[config.mk]
export PLATFORM = sky130hd
export DESIGN_NAME = vga_sync_rx
export DESIGN_NICKNAME = d
export VERILOG_FILES = /design/src/rtl/vga_rx_pkg.sv /design/src/rtl/sync_edge.sv /design/src/rtl/vga_sync_rx.sv
export SDC_FILE = /design/constraint.sdc
export NUM_CORES = 1
export LEC_CHECK = 0
export ABC_AREA = 1
export CAP_MARGIN = 30
export CORE_ASPECT_RATIO = 0.7
export CORE_MARGIN = 4
export CORE_UTILIZATION = 47
export CTS_CLUSTER_SIZE = 20
export DETAILED_ROUTE_END_ITERATION = 8
export GPL_TIMING_DRIVEN = 0
export HOLD_SLACK_MARGIN = 0.1
export PLACE_DENSITY_LB_ADDON = 0.2
export SYNTH_ARGS = -nofsm -noshare
export SYNTH_HDL_FRONTEND = slang
export SYNTH_SLANG_ARGS = --single-unit
[constraint.sdc]
create_clock -name CLK -period 2.25 [get_ports CLK]
set_clock_uncertainty 0.15 [all_clocks]
set_input_delay 0.5625 -clock CLK [delete_from_list [all_inputs] [get_ports CLK]]
set_output_delay 0.5625 -clock CLK [all_outputs]
set_load 0.02 [all_outputs]
[src/rtl/vga_rx_pkg.sv]
// Shared widths and FSM state type for the VGA sync receiver.
package vga_rx_pkg;

  localparam int unsigned HW = 12;  // horizontal counter width (CLK cycles)
  localparam int unsigned VW = 11;  // vertical counter width (lines)
  localparam int unsigned LW = 20;  // lit-sample counter width

  typedef enum logic [1:0] {
    StSearch,
    StMeasure,
    StLocked
  } rx_state_e;

endpackage

[src/rtl/sync_edge.sv]
// Two-flop synchronizer followed by one edge-detect flop. Reset loads the
// inactive level so releasing reset never produces a spurious edge.
module sync_edge #(
  parameter logic INACTIVE = 1'b0
) (
  input  logic clk_i,
  input  logic rst_ni,
  input  logic d_i,
  output logic level_o,
  output logic act_o,
  output logic deact_o
);

  logic s1_q, s2_q, s3_q;
  logic s1_d, s2_d, s3_d;

  // Shift the pin through the synchronizer and the edge-detect stage.
  always_comb begin
    s1_d = d_i;
    s2_d = s1_q;
    s3_d = s2_q;
  end

  // Synchronizer and edge-detect registers.
  always_ff @(posedge clk_i or negedge rst_ni) begin
    if (!rst_ni) begin
      s1_q <= INACTIVE;
      s2_q <= INACTIVE;
      s3_q <= INACTIVE;
    end else begin
      s1_q <= s1_d;
      s2_q <= s2_d;
      s3_q <= s3_d;
    end
  end

  assign level_o = s2_q;
  assign act_o   = (s2_q != INACTIVE) && (s3_q == INACTIVE);
  assign deact_o = (s2_q == INACTIVE) && (s3_q != INACTIVE);

endmodule

[src/rtl/vga_sync_rx.sv]
// VGA sync receiver: measures line/frame timing from hsync/vsync, tracks the
// current pixel position and locks once timing repeats. Define
// VGA_SYNC_RX_COLOR_EN to add the per-frame lit-sample counter.
module vga_sync_rx
  import vga_rx_pkg::*;
#(
  parameter bit          HSYNC_ACT_LOW = 1'b1,
  parameter bit          VSYNC_ACT_LOW = 1'b1,
  parameter int unsigned LOCK_FRAMES   = 2
) (
  input  logic          CLK,
  input  logic          RST_N,
  input  logic          hsync_in,
  input  logic          vsync_in,
  input  logic          red_in,
  input  logic          green_in,
  input  logic          blue_in,
  output logic [HW-1:0] h_total,
  output logic [HW-1:0] h_pulse,
  output logic [VW-1:0] v_total,
  output logic [VW-1:0] v_pulse,
  output logic [HW-1:0] pixel_x,
  output logic [VW-1:0] pixel_y,
  output logic          frame_stb,
  output logic          locked,
  output logic [LW-1:0] lit_count
);

  localparam logic [HW-1:0] HMax  = '1;
  localparam logic [VW-1:0] VMax  = '1;
  localparam logic [3:0]    LockN = 4'(LOCK_FRAMES);

  logic h_lvl, h_act, h_deact;
  logic v_lvl, v_act, v_deact;
  logic unused_sig;

  // An active-low sync idles high, so the inactive level equals the flag.
  sync_edge #(.INACTIVE(HSYNC_ACT_LOW)) u_hsync (
    .clk_i(CLK), .rst_ni(RST_N), .d_i(hsync_in),
    .level_o(h_lvl), .act_o(h_act), .deact_o(h_deact)
  );

  sync_edge #(.INACTIVE(VSYNC_ACT_LOW)) u_vsync (
    .clk_i(CLK), .rst_ni(RST_N), .d_i(vsync_in),
    .level_o(v_lvl), .act_o(v_act), .deact_o(v_deact)
  );

  logic [HW-1:0] hcnt_q, hcnt_d, h_total_q, h_total_d, h_pulse_q, h_pulse_d;
  logic [VW-1:0] vcnt_q, vcnt_d, v_total_q, v_total_d, v_pulse_q, v_pulse_d;
  logic [HW-1:0] hcnt_inc;
  logic          frame_stb_q, frame_stb_d;

  assign hcnt_inc = (hcnt_q == HMax) ? HMax : hcnt_q + 1'b1;

  // Line/frame counters and timing latches; frame start wins over line start.
  always_comb begin
    hcnt_d      = hcnt_inc;
    vcnt_d      = vcnt_q;
    h_total_d   = h_total_q;
    h_pulse_d   = h_pulse_q;
    v_total_d   = v_total_q;
    v_pulse_d   = v_pulse_q;
    frame_stb_d = v_act;
    if (h_act) begin
      h_total_d = hcnt_inc;
      hcnt_d    = '0;
      if (vcnt_q != VMax) vcnt_d = vcnt_q + 1'b1;
    end
    if (h_deact) h_pulse_d = hcnt_inc;
    if (v_act) begin
      v_total_d = vcnt_q;
      vcnt_d    = '0;
    end
    if (v_deact) v_pulse_d = vcnt_q;
  end

  rx_state_e     state_q, state_d;
  logic [HW-1:0] ref_h_q, ref_h_d;
  logic [VW-1:0] ref_v_q, ref_v_d;
  logic [3:0]    match_q, match_d;
  logic [3:0]    match_inc;
  logic          same;
  logic          locked_q, locked_d;

  // Compare the values being latched at this frame start, not the stale ones.
  assign same      = (h_total_d == ref_h_q) && (v_total_d == ref_v_q);
  assign match_inc = match_q + 4'd1;

  // Lock FSM: one transition per frame start; a stalled line counter aborts.
  always_comb begin
    state_d = state_q;
    ref_h_d = ref_h_q;
    ref_v_d = ref_v_q;
    match_d = match_q;
    if (hcnt_q == HMax) begin
      state_d = StSearch;
      match_d = '0;
    end else if (v_act) begin
      unique case (state_q)
        StSearch: begin
          state_d = StMeasure;
          ref_h_d = h_total_d;
          ref_v_d = v_total_d;
          match_d = '0;
        end
        StMeasure: begin
          if (same) begin
            match_d = match_inc;
            if (match_inc >= LockN) state_d = StLocked;
          end else begin
            ref_h_d = h_total_d;
            ref_v_d = v_total_d;
            match_d = '0;
          end
        end
        StLocked: if (!same) state_d = StSearch;
        default:  state_d = StSearch;
      endcase
    end
    locked_d = (state_d == StLocked);
  end

  // Timing, counter and FSM state registers.
  always_ff @(posedge CLK or negedge RST_N) begin
    if (!RST_N) begin
      hcnt_q      <= '0;
      vcnt_q      <= '0;
      h_total_q   <= '0;
      h_pulse_q   <= '0;
      v_total_q   <= '0;
      v_pulse_q   <= '0;
      frame_stb_q <= 1'b0;
      state_q     <= StSearch;
      ref_h_q     <= '0;
      ref_v_q     <= '0;
      match_q     <= '0;
      locked_q    <= 1'b0;
    end else begin
      hcnt_q      <= hcnt_d;
      vcnt_q      <= vcnt_d;
      h_total_q   <= h_total_d;
      h_pulse_q   <= h_pulse_d;
      v_total_q   <= v_total_d;
      v_pulse_q   <= v_pulse_d;
      frame_stb_q <= frame_stb_d;
      state_q     <= state_d;
      ref_h_q     <= ref_h_d;
      ref_v_q     <= ref_v_d;
      match_q     <= match_d;
      locked_q    <= locked_d;
    end
  end

  assign h_total   = h_total_q;
  assign h_pulse   = h_pulse_q;
  assign v_total   = v_total_q;
  assign v_pulse   = v_pulse_q;
  assign pixel_x   = hcnt_q;
  assign pixel_y   = vcnt_q;
  assign frame_stb = frame_stb_q;
  assign locked    = locked_q;

`ifdef VGA_SYNC_RX_COLOR_EN
  logic r_lvl, r_act, r_deact;
  logic g_lvl, g_act, g_deact;
  logic b_lvl, b_act, b_deact;
  logic [LW-1:0] lit_cnt_q, lit_cnt_d, lit_count_q, lit_count_d;

  sync_edge #(.INACTIVE(1'b0)) u_red (
    .clk_i(CLK), .rst_ni(RST_N), .d_i(red_in),
    .level_o(r_lvl), .act_o(r_act), .deact_o(r_deact)
  );
  sync_edge #(.INACTIVE(1'b0)) u_green (
    .clk_i(CLK), .rst_ni(RST_N), .d_i(green_in),
    .level_o(g_lvl), .act_o(g_act), .deact_o(g_deact)
  );
  sync_edge #(.INACTIVE(1'b0)) u_blue (
    .clk_i(CLK), .rst_ni(RST_N), .d_i(blue_in),
    .level_o(b_lvl), .act_o(b_act), .deact_o(b_deact)
  );

  // Count lit samples per frame; publish and restart at each frame start.
  always_comb begin
    lit_cnt_d   = lit_cnt_q;
    lit_count_d = lit_count_q;
    if (v_act) begin
      lit_count_d = lit_cnt_q;
      lit_cnt_d   = '0;
    end else if ((r_lvl || g_lvl || b_lvl) && (lit_cnt_q != '1)) begin
      lit_cnt_d = lit_cnt_q + 1'b1;
    end
  end

  // Lit counter registers.
  always_ff @(posedge CLK or negedge RST_N) begin
    if (!RST_N) begin
      lit_cnt_q   <= '0;
      lit_count_q <= '0;
    end else begin
      lit_cnt_q   <= lit_cnt_d;
      lit_count_q <= lit_count_d;
    end
  end

  assign lit_count  = lit_count_q;
  assign unused_sig = ^{h_lvl, v_lvl, r_act, r_deact, g_act, g_deact, b_act, b_deact};
`else
  assign lit_count  = '0;
  assign unused_sig = ^{h_lvl, v_lvl, red_in, green_in, blue_in};
`endif

endmodule

# Yosys cells after proc, flatten, opt, wreduce, memory -nomap -nowiden
# Cells that the tools add are included.
# totals
register_bits	106
out_inout_bits	91
latch_bits	0
word_cells	70
rom_bits	0
n_memories	0
ramBits	0
# op_classes
reduce_logical	14
div	0
mux	21
multipliers	0
n_lt_le_gt_ge	1
bitwise_logic	5
n_shift	0
addsub	3
n_eq_ne	8
# op_table
cell	count
11-bit 2-to-1 mux	5
12-bit 2-to-1 mux	4
12-bit case mux with 2 select lines	1
11-bit case mux with 2 select lines	1
12-bit by 1-bit adder with 12-bit output, second input constant	1
12-bit equality test	1
12-bit equality test, second input constant	1
4-bit 2-to-1 mux	3
11-bit by 1-bit adder with 11-bit output, second input constant	1
11-bit equality test	1
11-bit inequality test, second input constant	1
2-bit 2-to-1 mux	5
4-bit case mux with 2 select lines	1
2-bit nonzero test	4
2-bit case mux with 3 select lines	1
1-bit logical AND	5
1-bit NOT	5
4-bit by 1-bit adder with 4-bit output, second input constant	1
2-bit equality test, second input constant	2
4-bit by 2-bit greater-or-equal comparator with 1-bit output, second input constant	1
2-bit AND reduction	2
4-bit AND reduction	1
3-bit nonzero test	1
2-bit by 1-bit equality test with 1-bit output, second input constant	1
2 further kinds	2

# Depth between registers and ports, before layout
# Gate-level depths: netlist of run 1.
# logic_depth
word_depth	10
ltp_mapped	19
mapped_depth_nobuf	18

# Hierarchy
# A second synthesis of run 1 with hierarchy kept.
# unflattened
hier_cells	661
hier_area_um2	5356.4
# by_module_without_submodules
mod	seq_area_each_um2	area_each_um2	cells_per_inst	instances
vga_sync_rx	2502.4	5168.7	647	1
sync_edge	78.8	93.8	7	2

# Least setup slack after synthesis of run 1
# No wires, ideal clock.
# synth_timing
path_kind	reg2reg
from	reg hcnt_q[0] (netlist: pixel_x[0])
to	reg ref_v_q[3]
synth_period_minus_slack_ns	2.599
t_arrival_ns	2.333
path_stages_with_launch	18
setup_time_ns	0.116
required_time_ns	1.984
slack_ns	-0.349
cell_sequence	dfrtp_1 -> ha_1 -> nand2_2 -> nor2_4 -> nand3_2 -> buf_6 -> buf_6 -> nand3_2 -> nand2_2 -> nand3_1 -> nand3_2 -> nor2_4 -> nand3_4 -> nor2_4 -> nor2_4 -> buf_6 -> nand2_1 -> nand2_1
# synth_between
elab_chain_cells	7
# synth_rtl
element	line	rtl
start, declared	vga_sync_rx.sv:48	logic [HW-1:0] hcnt_q, hcnt_d, h_total_q, h_total_d, h_pulse_q, h_pulse_d;
start signal, assigned	vga_sync_rx.sv:139	hcnt_q <= hcnt_d;
12-bit by 1-bit adder with 12-bit output or 12-bit equality test (tied branches)	vga_sync_rx.sv:53, vga_sync_rx.sv:95	
12-bit 2-to-1 mux	vga_sync_rx.sv:53	assign hcnt_inc = (hcnt_q == HMax) ? HMax : hcnt_q + 1'b1;
12-bit 2-to-1 mux	vga_sync_rx.sv:64	if (h_act) begin
12-bit equality test	vga_sync_rx.sv:86	assign same = (h_total_d == ref_h_q) && (v_total_d == ref_v_q);
1-bit logical AND	vga_sync_rx.sv:86	
2-bit inequality test (no source line)	-	
4-bit AND reduction (no source line) (*)	-	
end signal, assigned	vga_sync_rx.sv:148	ref_v_q <= ref_v_d;
end, declared	vga_sync_rx.sv:79	logic [VW-1:0] ref_v_q, ref_v_d;
# Mark *: on every way between the ends. The rest lies on a longest branch, timed or not.
# A chain may end at the register's enable or synchronous reset.

# Final worst setup path of run 1
# layout_timing
from	reg hcnt_q[1] (netlist: pixel_x[1])
to	reg ref_v_q[5]
# Same word-level chain as after synthesis.

==> out/results.txt, run 1 <==
Outcome = finished, violations left
Failing checks = setup timing
GRT Util Overall = 0.214
Num CTS Buffers = 9
Worst-Margin Slew = 705 ps
Final setup margin = -466 ps
Die Span X = 134 um
Kind of critical path = flop to flop
Crit path depth = 18
Vias in the first global route = 4,458
R2R depth = 18
Maximum vdd drop = 0.000511 V
First-pass GRT wire length = 21,900 um
Placer Congestion = 0.890
Die area = 12,900 um^2
Synth Area in XOR/XNOR = 0.0201
Clk sinks = 106
Setup TNS Final = -12,310 ps
Hold Fails Final Rpt = 0
Flops & latches, synth = 106
Starting DRC count in detailed routing = 382
Simple-gate portion of the synthesized area = 0.284
Clock transition at path regs = 70 ps
Post-synthesis compound-gate area fraction = 0.0759
# port buffers = 74
Number of antenna violations at the first check in global routing = 0
Yosys Warn Count = 0
Final Power = 5.39 mW
Hold/Removal Path Class = primary input to async pin
Max-cap violations = 0
CP delay by family, top = simple AND/OR/NAND/NOR gates
Clock period minus worst slack = 2720 ps
CP arrival = 2860 ps
Drt via density = 5.05
Clock buffer depth = 2
Placement Rows = 31
Critical Path Fanout Max = 7
Largest net degree at the start of global routing = 56
Critical Path Most Common Cell = nand3_4
Final WL = 14,200 um
Syn Inst Count = 621
Post-Synthesis Cell Area = 5230 um^2
Routed Antenna Nets = 0
Slowest stage delay, CP = 400 ps
DRC viols = 0
Max-slew violations = 0
Syn avg cell area = 8.42 um^2
Area growth syn-to-layout = 40.2%
Post-Synth Adder-Cell Area = 0.00958
Gr ovfl total = 0
Drt first pass iters = 5
Final period util = 1.21
Skew-Pair Late Insertion Delay = 350 ps
Netlist cell types = 36
Core Footprint = 10,600 um^2
Share of cells above drive strength 1 = 0.272
Worst EP required = 2390 ps
Top Ports = 98
Inserted Diodes = 0
Crit end category = flop
Die Y-Extent = 96.2 um
HPWL Detailed = 9460 um
Drt wl/cell = 15.5 um
PD cells = 735 nW/um^2
DR vias = 4,630
Setup violations, final = 30
F_max = 0.368 GHz
Slew HR = 0.530
CTS tree = built
Starting Density = 0.494
Max H-tree Level = 3
Largest family of logic cells by synthesized area = simple AND/OR/NAND/NOR gates
RSZ-0062 raised after global routing = true
Sequential element share of the synthesized area = 0.509
Mux cell area share after synthesis = 0.00215
Clock root cell = clkbuf_16
Critical Path Source Type = flop
Critical path's slowest cell = dfrtp_2
Buf+Inv Stages, Crit Path = 5
Static Leak = 3.63 nW
Final Util = 0.692
Final nets = 775
Crit-path cells = ha_4 > nand2_4 > nor2_4 > nand3_4 > clkbuf_16 > buf_12 > buf_6 > nand3_4 > nand2_4 > nand3_2 > nand3_2 > nor2_4 > nand3_4 > o21ai_4 > buf_12 > buf_8 > nand2_1 > nand2_1
## cell usage after synthesis (all sizes together)
master	n	share of area
a21oi	14	0.013
a31oi	4	0.0048
buf	32	0.050
clkbuf	8	0.0057
conb	1	0.00072
dfrtp	100	0.48
dfstp	6	0.030
ha	4	0.0096
inv	60	0.043
mux2	1	0.0022
nand2	220	0.16
nand3	42	0.050
nand3b	7	0.010
nand4	9	0.011
nor2	34	0.032
nor3	3	0.0029
nor4	1	0.0012
o211ai	2	0.0029
o21a	1	0.0014
o21ai	43	0.051
o21bai	2	0.0029
or2	15	0.018
xnor2	10	0.017
xor2	2	0.0034
## power breakdown
group          total [mW]  switching [mW]  internal, mW
logic                1.40           0.796         0.601
registers            2.27           0.160          2.11
clock network        1.72           0.739         0.986
total                5.39            1.69          3.69
## per-stage QoR
step | hold slack [ps] | instances | setup WS [ps] | cell area [um^2]
after floorplan | 117 | 640 | -170 | 5330
after global routing | 150 | 917 | -614 | 7330
after CTS | 132 | 893 | -469 | 6880
after detailed placement | 198 | 863 | -633 | 6280
final | 103 | 917 | -466 | 7330
after global placement | 199 | 862 | -3880 | 6260
## cells in the final DEF (no fill, tap or decap), drive strengths merged
cell | synthesis | final
a21oi | 14 | 14
a31oi | 4 | 4
buf | 32 | 72
bufinv | 0 | 2
clkbuf | 8 | 17
clkdlybuf4s50 | 0 | 72
clkinv | 0 | 1
clkinvlp | 0 | 1
conb | 1 | 20
dfrtp | 100 | 100
dfstp | 6 | 6
dlygate4sd2 | 0 | 1
ha | 4 | 4
inv | 60 | 63
mux2 | 1 | 1
nand2 | 220 | 220
nand3 | 42 | 42
nand3b | 7 | 7
nand4 | 9 | 9
nor2 | 34 | 34
nor3 | 3 | 3
nor4 | 1 | 1
o211ai | 2 | 2
o21a | 1 | 1
o21ai | 43 | 43
o21bai | 2 | 2
or2 | 15 | 15
xnor2 | 10 | 10
xor2 | 2 | 2
## flip-flops by register name, indices dropped and copies added, names as in the netlist, 2 cells and up
register / count
ref_v_q: 11
v_pulse: 11
state_q: 2
h_total: 12
pixel_y: 11
pixel_x: 12
match_q: 4
h_pulse: 12
ref_h_q: 12
v_total: 11
## timing repair
item                       in CTS  in global routing
gates resized for setup        40                 83
setup endpoints to repair      42                 42
setup buffers                  11                 22
cloned                          3                  4
hold buffers                    0                  0
pin swaps                      11                 30
## layer usage
metal  vias to the layer above  track usage  part of all wire
li1                       2217            -                 -
met5                         -            0                 0
met2                       166        0.335              0.47
met3                        16       0.0470             0.070
met1                      2231        0.302              0.45
met4                         0       0.0636             0.011
## worst paths after layout
check	from	endpoint	slack (ps)
max in group asynchronous	RST_N	v_total[2]	1150
setup / recovery	pixel_x[1]	ref_v_q[5]	-470
setup reg to reg	pixel_x[1]	ref_v_q[5]	-470
min in group CLK	u_hsync.s1_q	u_hsync.level_o	210
hold reg to reg	u_hsync.s1_q	u_hsync.level_o	210
hold / removal	RST_N	h_total[2]	100
## cells by family (layout without fill, tap and decap cells)
logic type,Yosys count,count (layout)
other,1,20
multiplexers,1,1
flip-flops,106,106
XOR/XNOR,12,12
AO/OA/AOI/OAI,66,66
AND/OR/NAND/NOR,331,331
adder cells (fa/ha/maj),4,4
buffers and inverters,100,229
## area by class of cell
cell class                 instances  area, um^2
fill                             787        3260
sequential                       106        2660
multi-input combinational        434        2430
timing repair buffer             115        1150
buffer                            38         343
inverter                          60         228
clock buffer                       9         225
tap                              148         185
clock inverter                     7        98.8
(Power assumes the default switching activity.)
==> run 2: changes to the inputs <==
--- a/config.mk
+++ b/config.mk
@@ -12,7 +12,6 @@
 export CORE_UTILIZATION = 47
 export CTS_CLUSTER_SIZE = 20
 export DETAILED_ROUTE_END_ITERATION = 8
-export GPL_TIMING_DRIVEN = 0
 export HOLD_SLACK_MARGIN = 0.1
 export PLACE_DENSITY_LB_ADDON = 0.2
 export SYNTH_ARGS = -nofsm -noshare
==> out/results.txt, run 2 (synthesis results as in run 1) <==
Starting Density = 0.494 (unchanged)
DR vias = 4,664 (+0.73%)
Static Leak = 3.71 nW (+2.0%)
CP arrival = 2720 ps (-140 ps)
Drt first pass iters = 5 (unchanged)
DRC viols = 0 (unchanged)
Failing checks = setup timing
Final setup margin = -392 ps (+74.7 ps)
Placed cells = 903 (+4.6%)
GRT Util Overall = 0.211 (-0.00270)
First-pass GRT wire length = 21,700 um (-0.79%)
CTS tree = built
Die area = 12,900 um^2 (unchanged)
Placement Rows = 31 (unchanged)
Routed Antenna Nets = 0 (unchanged)
Critical Path Fanout Max = 12 (+5)
PD cells = 706 nW/um^2 (-3.9%)
Die Y-Extent = 96.2 um (unchanged)
Drt wl/cell = 14.9 um (-3.8%)
Drt via density = 4.98 (-1.3%)
Crit end category = flop
Hold Fails Final Rpt = 0 (unchanged)
F_max = 0.379 GHz (+2.8%)
Final WL = 14,000 um (-1.8%)
Clock buffer depth = 2 (unchanged)
Clock period minus worst slack = 2640 ps (-74.7 ps)
Final nets = 794 (+2.5%)
# port buffers = 74 (unchanged)
Kind of critical path = flop to flop
Die Span X = 134 um (unchanged)
Critical Path Source Type = flop
Hold/Removal Path Class = flop to flop
Max-cap violations = 0 (unchanged)
Outcome = finished, violations left
Clock root cell = clkbuf_16
Skew-Pair Late Insertion Delay = 340 ps (about the same)
Number of antenna violations at the first check in global routing = 0 (unchanged)
Starting DRC count in detailed routing = 355 (-7.1%)
Setup violations, final = 30 (unchanged)
Num CTS Buffers = 9 (unchanged)
Post-Place Setup Slack = -345 ps (+288 ps)
Top Ports = 98 (unchanged)
Gr ovfl total = 0 (unchanged)
Non-filler instance count after layout = 936 (+2.1%)
Core Footprint = 10,600 um^2 (unchanged)
Vias in the first global route = 4,490 (+0.72%)
Final Power = 5.25 mW (-2.5%)
Max H-tree Level = 3 (unchanged)
Clock transition at path regs = 70 ps (about the same)
Worst EP required = 2330 ps (-60 ps)
HPWL Detailed = 9730 um (+2.8%)
Slew HR = 0.626 (+0.0956)
Final period util = 1.17 (-0.0332)
Area growth syn-to-layout = 42.2%
Most common cell after layout, fill and taps aside = nand2_1
Share of cells above drive strength 1 = 0.265 (-0.00655)
Largest net degree at the start of global routing = 34 (-39%)
Inserted Diodes = 0 (unchanged)
Worst-Margin Slew = 560 ps (-145 ps)
RSZ-0062 raised after global routing = true
Maximum vdd drop = 0.000524 V (+2.5%)
Commonest non-fill, non-tap cells in the layout = nand2_1, dfrtp_1, buf_4
Max-slew violations = 0 (unchanged)
Clk sinks = 106 (unchanged)
Placer Congestion = 0.864 (-2.9%)
## run 2: cell count changes in the layout (fill, tap and decap cells not counted), moves of 3 or more
cell	change
clkbuf_1	-5
xnor2_1	-3
buf_4	+34
nand2_1	+25
inv_6	-3
xnor2_2	+3
buf_6	-10
nand2_2	-24
buf_8	-5
buf_12	+6
## run 2: worst paths after layout
path,startpoint,to,slack [ps],cells past startpoint
max,u_vsync.s3_q,ref_h_q[7],-390,14
min,u_hsync.s1_q,u_hsync.level_o,210,0
max reg2reg,u_vsync.s3_q,ref_h_q[7],-390,14
min reg2reg,u_hsync.s1_q,u_hsync.level_o,210,0
max in group asynchronous,RST_N,u_vsync.s1_q,810,3
min in group asynchronous,RST_N,h_pulse[2],550,2
## run 2: cell type report
class	instances	area [um^2]
multi-input cells	434	2380
clock inverters	6	42.5
repair buffers	172	1690
flip-flops and latches	106	2660
inverters	60	229
clock buffers	10	239
well taps	148	185
fillers	820	3160
## run 2: power breakdown
group	switching, mW	internal [mW]	leakage, nW
Clock	0.700	0.781	0.134
Sequential	0.163	2.11	1.40
Combinational	0.799	0.700	2.17
Total	1.66	3.59	3.71
## run 2: stage by stage
| stage | hold WS (ps) | util | setup TNS (ps) | instance area, um^2 |
|---|---|---|---|---|
| after floorplan | 117 | - | -3800 | 5330 |
| after global placement | 200 | 0.632 | -6930 | 6690 |
| after detailed placement | 197 | 0.632 | -8700 | 6690 |
| after CTS | 213 | 0.672 | -8090 | 7110 |
| after global routing | 216 | 0.702 | -13710 | 7430 |
| final | 213 | 0.702 | -9910 | 7430 |
## run 2: worst max-delay path, cell delays in order (launching register included)
cell,delay [ps]
dfstp_2,530
inv_2,30
or2_4,270
clkbuf_16,180
buf_8,130
o21ai_4,190
xnor2_2,140
nand3_2,120
nor2_4,160
nand3_4,120
nor2_4,140
nor2_4,70
buf_12,150
nand2_1,60
nand2_1,60
## run 2: timing repair
| action | CTS | global route |
|---|---|---|
| endpoints found under the hold margin | 27 | 0 |
| pin swaps | 3 | 13 |
| endpoints found under the setup margin | 31 | 36 |
| hold buffers | 1 | 0 |
| cloned | 1 | 3 |
| resized for setup | 20 | 43 |
| buffers inserted | 3 | 10 |
## run 2: layer usage
| layer | vias up | wire length, um | track usage |
|---|---|---|---|
| met5 | - | 0 | 0 |
| met4 | 0 | 175 | 0.0500 |
| met3 | 17 | 634 | 0.0413 |
| met2 | 110 | 6640 | 0.342 |
| met1 | 2286 | 6530 | 0.298 |
| li1 | 2251 | - | - |
